===== config.mk =====
export PLATFORM = sky130hd
export DESIGN_NAME = ex_mem_flags_flat
export DESIGN_NICKNAME = d
export VERILOG_FILES = /design/src/rtl/ex_mem_flags_if.sv /design/src/rtl/ex_mem_flags.sv /design/src/flat_wrapper.sv
export SDC_FILE = /design/constraint.sdc
export NUM_CORES = 1
export LEC_CHECK = 0
export BUFFER_PORTS_ARGS = -buffer_cell sky130_fd_sc_hd__buf_2
export CAP_MARGIN = 20
export CORE_MARGIN = 10
export CORE_UTILIZATION = 38
export DETAILED_ROUTE_END_ITERATION = 6
export HOLD_SLACK_MARGIN = 0.08
export PLACE_DENSITY = 0.72
export SLEW_MARGIN = 25
export SYNTH_ARGS = -nofsm -noshare
export SYNTH_HDL_FRONTEND = slang
export SYNTH_SLANG_ARGS = --single-unit

===== constraint.sdc =====
create_clock -name clk -period 1.3 [get_ports clk]
set_input_delay 0.26 -clock clk [delete_from_list [all_inputs] [get_ports clk]]
set_output_delay 0.26 -clock clk [all_outputs]
set_load 0.02 [all_outputs]

===== src/rtl/ex_mem_flags_if.sv =====
// EX -> MEM bundle: execute-stage result/control in, registered MEM-stage copy out.
interface ex_mem_flags_if;
  logic        ex_valid;
  logic [3:0]  ex_opcode;
  logic [15:0] ex_result;
  logic        ex_ovf;
  logic [3:0]  ex_rd;
  logic        ex_regwrite;
  logic        ex_memread;
  logic        ex_memwrite;
  logic [15:0] ex_store_data;
  logic        mem_valid;
  logic        mem_regwrite;
  logic        mem_memread;
  logic        mem_memwrite;
  logic [15:0] mem_result;
  logic [3:0]  mem_rd;
  logic [15:0] mem_store_data;

  modport master (
    output ex_valid, ex_opcode, ex_result, ex_ovf, ex_rd,
    output ex_regwrite, ex_memread, ex_memwrite, ex_store_data,
    input  mem_valid, mem_regwrite, mem_memread, mem_memwrite,
    input  mem_result, mem_rd, mem_store_data
  );

  modport slave (
    input  ex_valid, ex_opcode, ex_result, ex_ovf, ex_rd,
    input  ex_regwrite, ex_memread, ex_memwrite, ex_store_data,
    output mem_valid, mem_regwrite, mem_memread, mem_memwrite,
    output mem_result, mem_rd, mem_store_data
  );
endinterface


===== src/rtl/ex_mem_flags.sv =====
// EX/MEM pipeline register, Z/V/N flag register and branch evaluation.
// FLAG_BYPASS_EN: branches see next-state flags instead of registered ones.
module ex_mem_flags (
  input  logic             clk,
  input  logic             rst,
  input  logic             stall,
  input  logic             flush,
  ex_mem_flags_if.slave    bus,
  input  logic [2:0]       br_ccc,
  output logic             flag_z,
  output logic             flag_v,
  output logic             flag_n,
  output logic             br_taken
);

  localparam logic [3:0] OP_ADD = 4'b0000;
  localparam logic [3:0] OP_SUB = 4'b0001;
  localparam logic [3:0] OP_XOR = 4'b0010;
  localparam logic [3:0] OP_SLL = 4'b0100;
  localparam logic [3:0] OP_SRA = 4'b0101;
  localparam logic [3:0] OP_ROR = 4'b0110;

  logic op_zvn;
  logic op_z;
  logic upd;
  logic nz;
  logic nv;
  logic nn;
  logic src_z;
  logic src_v;
  logic src_n;

  always_comb begin
    op_zvn = 1'b0;
    op_z   = 1'b0;
    unique case (1'b1)
      (bus.ex_opcode == OP_ADD),
      (bus.ex_opcode == OP_SUB): op_zvn = 1'b1;
      (bus.ex_opcode == OP_XOR),
      (bus.ex_opcode == OP_SLL),
      (bus.ex_opcode == OP_SRA),
      (bus.ex_opcode == OP_ROR): op_z = 1'b1;
      default: ;
    endcase
  end

  assign upd = !rst && !flush && !stall && bus.ex_valid;
  assign nz  = (upd && (op_zvn || op_z)) ? (bus.ex_result == 16'h0000) : flag_z;
  assign nv  = (upd && op_zvn) ? bus.ex_ovf : flag_v;
  assign nn  = (upd && op_zvn) ? bus.ex_result[15] : flag_n;

  always_ff @(posedge clk) begin
    if (rst) begin
      bus.mem_valid      <= 1'b0;
      bus.mem_regwrite   <= 1'b0;
      bus.mem_memread    <= 1'b0;
      bus.mem_memwrite   <= 1'b0;
      bus.mem_result     <= 16'h0000;
      bus.mem_rd         <= 4'h0;
      bus.mem_store_data <= 16'h0000;
      flag_z             <= 1'b0;
      flag_v             <= 1'b0;
      flag_n             <= 1'b0;
    end else begin
      // n* equal the registered flags unless a real capture updates them
      flag_z <= nz;
      flag_v <= nv;
      flag_n <= nn;
      if (flush) begin
        bus.mem_valid    <= 1'b0;
        bus.mem_regwrite <= 1'b0;
        bus.mem_memread  <= 1'b0;
        bus.mem_memwrite <= 1'b0;
      end else if (!stall) begin
        bus.mem_valid      <= bus.ex_valid;
        bus.mem_regwrite   <= bus.ex_valid & bus.ex_regwrite;
        bus.mem_memread    <= bus.ex_valid & bus.ex_memread;
        bus.mem_memwrite   <= bus.ex_valid & bus.ex_memwrite;
        bus.mem_result     <= bus.ex_result;
        bus.mem_rd         <= bus.ex_rd;
        bus.mem_store_data <= bus.ex_store_data;
      end
    end
  end

`ifdef FLAG_BYPASS_EN
  assign src_z = nz;
  assign src_v = nv;
  assign src_n = nn;
`else
  assign src_z = flag_z;
  assign src_v = flag_v;
  assign src_n = flag_n;
`endif

  always_comb begin
    br_taken = 1'b0;
    unique case (br_ccc)
      3'b000: br_taken = !src_z;
      3'b001: br_taken = src_z;
      3'b010: br_taken = !src_z && !src_n;
      3'b011: br_taken = src_n;
      3'b100: br_taken = src_z || !src_n;
      3'b101: br_taken = src_n || src_z;
      3'b110: br_taken = src_v;
      3'b111: br_taken = 1'b1;
    endcase
  end

endmodule


===== src/flat_wrapper.sv =====
// flat-port wrapper written by rule: the top's interface ports become plain ports
module ex_mem_flags_flat 
  (clk, rst, stall, flush, br_ccc, flag_z, flag_v, flag_n, br_taken, bus_ex_valid, bus_ex_opcode, bus_ex_result, bus_ex_ovf, bus_ex_rd, bus_ex_regwrite, bus_ex_memread, bus_ex_memwrite, bus_ex_store_data, bus_mem_valid, bus_mem_regwrite, bus_mem_memread, bus_mem_memwrite, bus_mem_result, bus_mem_rd, bus_mem_store_data);
  ex_mem_flags_if bus_i ();
  input  logic clk;
  input  logic rst;
  input  logic stall;
  input  logic flush;
  input  logic [2:0] br_ccc;
  output logic flag_z;
  output logic flag_v;
  output logic flag_n;
  output logic br_taken;
  input wire logic [$bits(bus_i.ex_valid)-1:0] bus_ex_valid;
  input wire logic [$bits(bus_i.ex_opcode)-1:0] bus_ex_opcode;
  input wire logic [$bits(bus_i.ex_result)-1:0] bus_ex_result;
  input wire logic [$bits(bus_i.ex_ovf)-1:0] bus_ex_ovf;
  input wire logic [$bits(bus_i.ex_rd)-1:0] bus_ex_rd;
  input wire logic [$bits(bus_i.ex_regwrite)-1:0] bus_ex_regwrite;
  input wire logic [$bits(bus_i.ex_memread)-1:0] bus_ex_memread;
  input wire logic [$bits(bus_i.ex_memwrite)-1:0] bus_ex_memwrite;
  input wire logic [$bits(bus_i.ex_store_data)-1:0] bus_ex_store_data;
  output wire logic [$bits(bus_i.mem_valid)-1:0] bus_mem_valid;
  output wire logic [$bits(bus_i.mem_regwrite)-1:0] bus_mem_regwrite;
  output wire logic [$bits(bus_i.mem_memread)-1:0] bus_mem_memread;
  output wire logic [$bits(bus_i.mem_memwrite)-1:0] bus_mem_memwrite;
  output wire logic [$bits(bus_i.mem_result)-1:0] bus_mem_result;
  output wire logic [$bits(bus_i.mem_rd)-1:0] bus_mem_rd;
  output wire logic [$bits(bus_i.mem_store_data)-1:0] bus_mem_store_data;
  assign bus_i.ex_valid = bus_ex_valid;
  assign bus_i.ex_opcode = bus_ex_opcode;
  assign bus_i.ex_result = bus_ex_result;
  assign bus_i.ex_ovf = bus_ex_ovf;
  assign bus_i.ex_rd = bus_ex_rd;
  assign bus_i.ex_regwrite = bus_ex_regwrite;
  assign bus_i.ex_memread = bus_ex_memread;
  assign bus_i.ex_memwrite = bus_ex_memwrite;
  assign bus_i.ex_store_data = bus_ex_store_data;
  assign bus_mem_valid = bus_i.mem_valid;
  assign bus_mem_regwrite = bus_i.mem_regwrite;
  assign bus_mem_memread = bus_i.mem_memread;
  assign bus_mem_memwrite = bus_i.mem_memwrite;
  assign bus_mem_result = bus_i.mem_result;
  assign bus_mem_rd = bus_i.mem_rd;
  assign bus_mem_store_data = bus_i.mem_store_data;
  ex_mem_flags u_core (.clk(clk), .rst(rst), .stall(stall), .flush(flush), .bus(bus_i), .br_ccc(br_ccc), .flag_z(flag_z), .flag_v(flag_v), .flag_n(flag_n), .br_taken(br_taken));
endmodule

==> qor.yml <==
setup_path:
  crit_required_ns: 1.04
  critPathLaunch: "u_core.flag_z$_SDFFE_PP0P_"
  cp_max_fo: 3
  crit_slowest_cell: "dfxtp_4"
  worst-path-buf-inv: 2
  end_kind: "output port"
  cp_cell_sequence: "buf_6 -> nand2b_1 -> a31oi_1 -> a311oi_2 -> buf_4"
  cp.depth: 5
  critPathLaunchType: "flop"
  crit_type: "flop to output port"
  regToRegStartpoint: "u_core.flag_n$_SDFFE_PP0P_"
  r2r_cells: 3
  crit_arrival_ns: 1.31
  crit_family: "flip-flops"
  cp_slowest_stage_delay_ns: 0.36
clock_tree:
  cts_tree: "done"
  cts_buffers: 5
  cts_max_level: 2
  root_buffer: "clkbuf_8"
  cts_hold_buf: 0
  clock-sinks: 43
  cts_buffer_depth: 2
  clk_pin_slew_ns: 0.08
  clock_latency_ns: 0.28
outcome:
  status: "finished with violations"
  violations: "setup timing"
logic_synthesis:
  synth.cell_area_mm2: 0.00161
  synth_cell_types: 26
  syn_avg_cell_area_um2: 7.95
  synth-simple-area-share: 0.262
  synth_seq_area_share: 0.533
  synth_xor_area_frac: 0
  netlist_instances: 203
  synth_top_family_by_area: "simple AND/OR/NAND/NOR gates"
  synth_adder_area_share: 0.00620
  synthMuxAreaShare: 0.0124
  synth_seq_cells: 43
  synth-compound-area-share: 0.147
  synth_nets: 255
  ys_warn_count: 0
power_and_ir_drop:
  p_leak_nw: 1.13
  power_density_mw_per_mm2: 1140
  ir_worst_vdd_mv: 0.684
  p_total_mw: 2.71
timing:
  hold_viol_final: 0
  finClkSkew_ns: 0
  finalCriticalPeriod_ns: 1.57
  worstMarginPinSlew_ns: 0.249
  holdWs_ns: 0.206
  slew_viol_final: 0
  fmax_ghz: 0.635
  rsz0062_at_grt: "yes"
  final.setup.worst_slack_ns: -0.275
  setup_viol: 1
  timing.final.crit_share: 1.21
  slew_headroom: 0.832
floorplan:
  placementRows: 23
  die_y_um: 85.2
  core_mm2: 0.00406
  dieArea_mm2: 0.00725
  die_w_um: 85.2
  ios: 96
  start_util: 0.398
final_layout:
  syn2layout_area_growth_pct: 47.4
  fillers: 399
  fin_util: 0.586
  layout-drive-gt1-share: 0.414
  regArea_um2: 866
  n_antenna_cell: 0
  multi_input_area_um2: 708
  nNetsFinal: 360
route:
  drc: 0
  ant_nets: 0
  via_count: 1689
  drt_wl_total_um: 4990
  wl_per_cell_um: 13.9
  firstDrtPassIters: 4
  drtIter0Drc: 64
  viasPerCell: 4.70
run:
  max_cap_violations: 0
min_path:
  hp-class: "primary input to flop"
  hold_depth: 3
  holdCritStartpoint: "bus_ex_store_data[14]"
grt:
  overflow: 0
  grt_pass1_wl_um: 8130
  grt_max_degree: 23
  grt_pass1_vias: 1744
  antenna_found_initial: 0
  grt_usage: 0.133
placement:
  io_buffers: 95
  gp_congestion: 0.741
  hpwl_um: 3880
## timing repair
item	4_1_cts	5_1_grt
pin swaps	4	2
endpoints found under the setup margin	1	1
resized for setup	6	1
setup buffers	1	0
## cells by family after synthesis
logic type / after synthesis
simple gates: 97
compound gates: 45
flops: 43
buf+inv: 15
mux: 2
fa+ha+maj: 1
## synth_stat cells
| library cell | number | area (um^2) |
|---|---|---|
| o21ai_1 | 1 | 5.00 |
| maj3_1 | 1 | 10.0 |
| nand2b_1 | 1 | 6.26 |
| nor4_1 | 2 | 12.5 |
| o21ai_0 | 1 | 5.00 |
| nor2b_4 | 1 | 13.8 |
| nor2_1 | 3 | 11.3 |
| nand3_1 | 3 | 15.0 |
| nand3b_1 | 2 | 15.0 |
| dfxtp_1 | 43 | 861 |
| nor2b_1 | 1 | 6.26 |
| mux2i_1 | 2 | 20.0 |
| a22oi_1 | 3 | 22.5 |
| nor2_2 | 1 | 6.26 |
| nand2_1 | 72 | 270 |
| nor3_1 | 6 | 30.0 |
| nor3b_1 | 2 | 15.0 |
| buf_2 | 4 | 20.0 |
| a31oi_1 | 1 | 6.26 |
| or2_2 | 1 | 6.26 |
| inv_1 | 1 | 3.75 |
| or4_1 | 2 | 15.0 |
| clkbuf_1 | 9 | 33.8 |
| clkbuf_2 | 1 | 5.00 |
| a21oi_1 | 38 | 190 |
| a311oi_1 | 1 | 8.76 |
## layout make-up
cell class / instances / area share
Clock buffer: 8 / 0.0421
Inverter: 1 / 0.00158
Multi-Input combinational cell: 145 / 0.298
Sequential cell: 43 / 0.364
Tap cell: 50 / 0.0263
Timing Repair Buffer: 112 / 0.268
## worst min-delay path, stage by stage
cell     delay [ns]
buf_2          0.09
nand2_1        0.04
a21oi_1        0.05
## path summary, 6_finish.rpt
check | end | slack, ns
worst min register to register | u_core.bus.mem_store_data[13]$_SDFFE_PP0P_ | 0.45
worst min-delay path | u_core.bus.mem_store_data[14]$_SDFFE_PP0P_ | 0.21
worst max-delay path | br_taken | -0.27
worst max register to register | u_core.flag_n$_SDFFE_PP0P_ | 0.55
## stage by stage
stage,area [um^2],setup WS [ns],TNS [ns],instances
6_report,2380,-0.275,-0.275,359
5_1_grt,2380,-0.349,-0.349,359
4_1_cts,2370,-0.300,-0.300,359
3_5_place_dp,2250,-0.184,-0.357,350
3_3_place_gp,2250,-0.144,-0.281,350
2_1_floorplan,1630,-0.0207,-0.0326,203
## power breakdown
part,switching [mW],internal (mW)
combinational,0.237,0.179
sequential,0.0238,1.37
clock,0.417,0.485
total,0.677,2.03
## registers in the layout (all words and copies together), names as in the netlist
register                   cells
u_core.bus.mem_store_data     16
u_core.bus.mem_rd              4
u_core.bus.mem_memwrite        1
u_core.bus.mem_valid           1
u_core.bus.mem_result         16
u_core.bus.mem_memread         1
u_core.flag_n                  1
u_core.flag_v                  1
u_core.bus.mem_regwrite        1
u_core.flag_z                  1
## cells in the final DEF (no fill, tap or decap), drive strengths merged, types with 3 or more instances in the layout
master	netlist	final
a22oi	3	3
buf	4	112
nor2	4	4
nor3	6	6
nand2	72	72
dfxtp	43	43
clkbuf	10	8
a21oi	38	38
nand3	3	3
## layer usage
layer / part of all wire / vias up / track usage
met1: 0.41 / 744 / 0.144
met3: 0.11 / 4 / 0.0717
li1: - / 884 / -
met5: 0 / - / 0
met2: 0.47 / 57 / 0.219
met4: 0.0060 / 0 / 0.0359
Power figures use the tool's default switching activity.
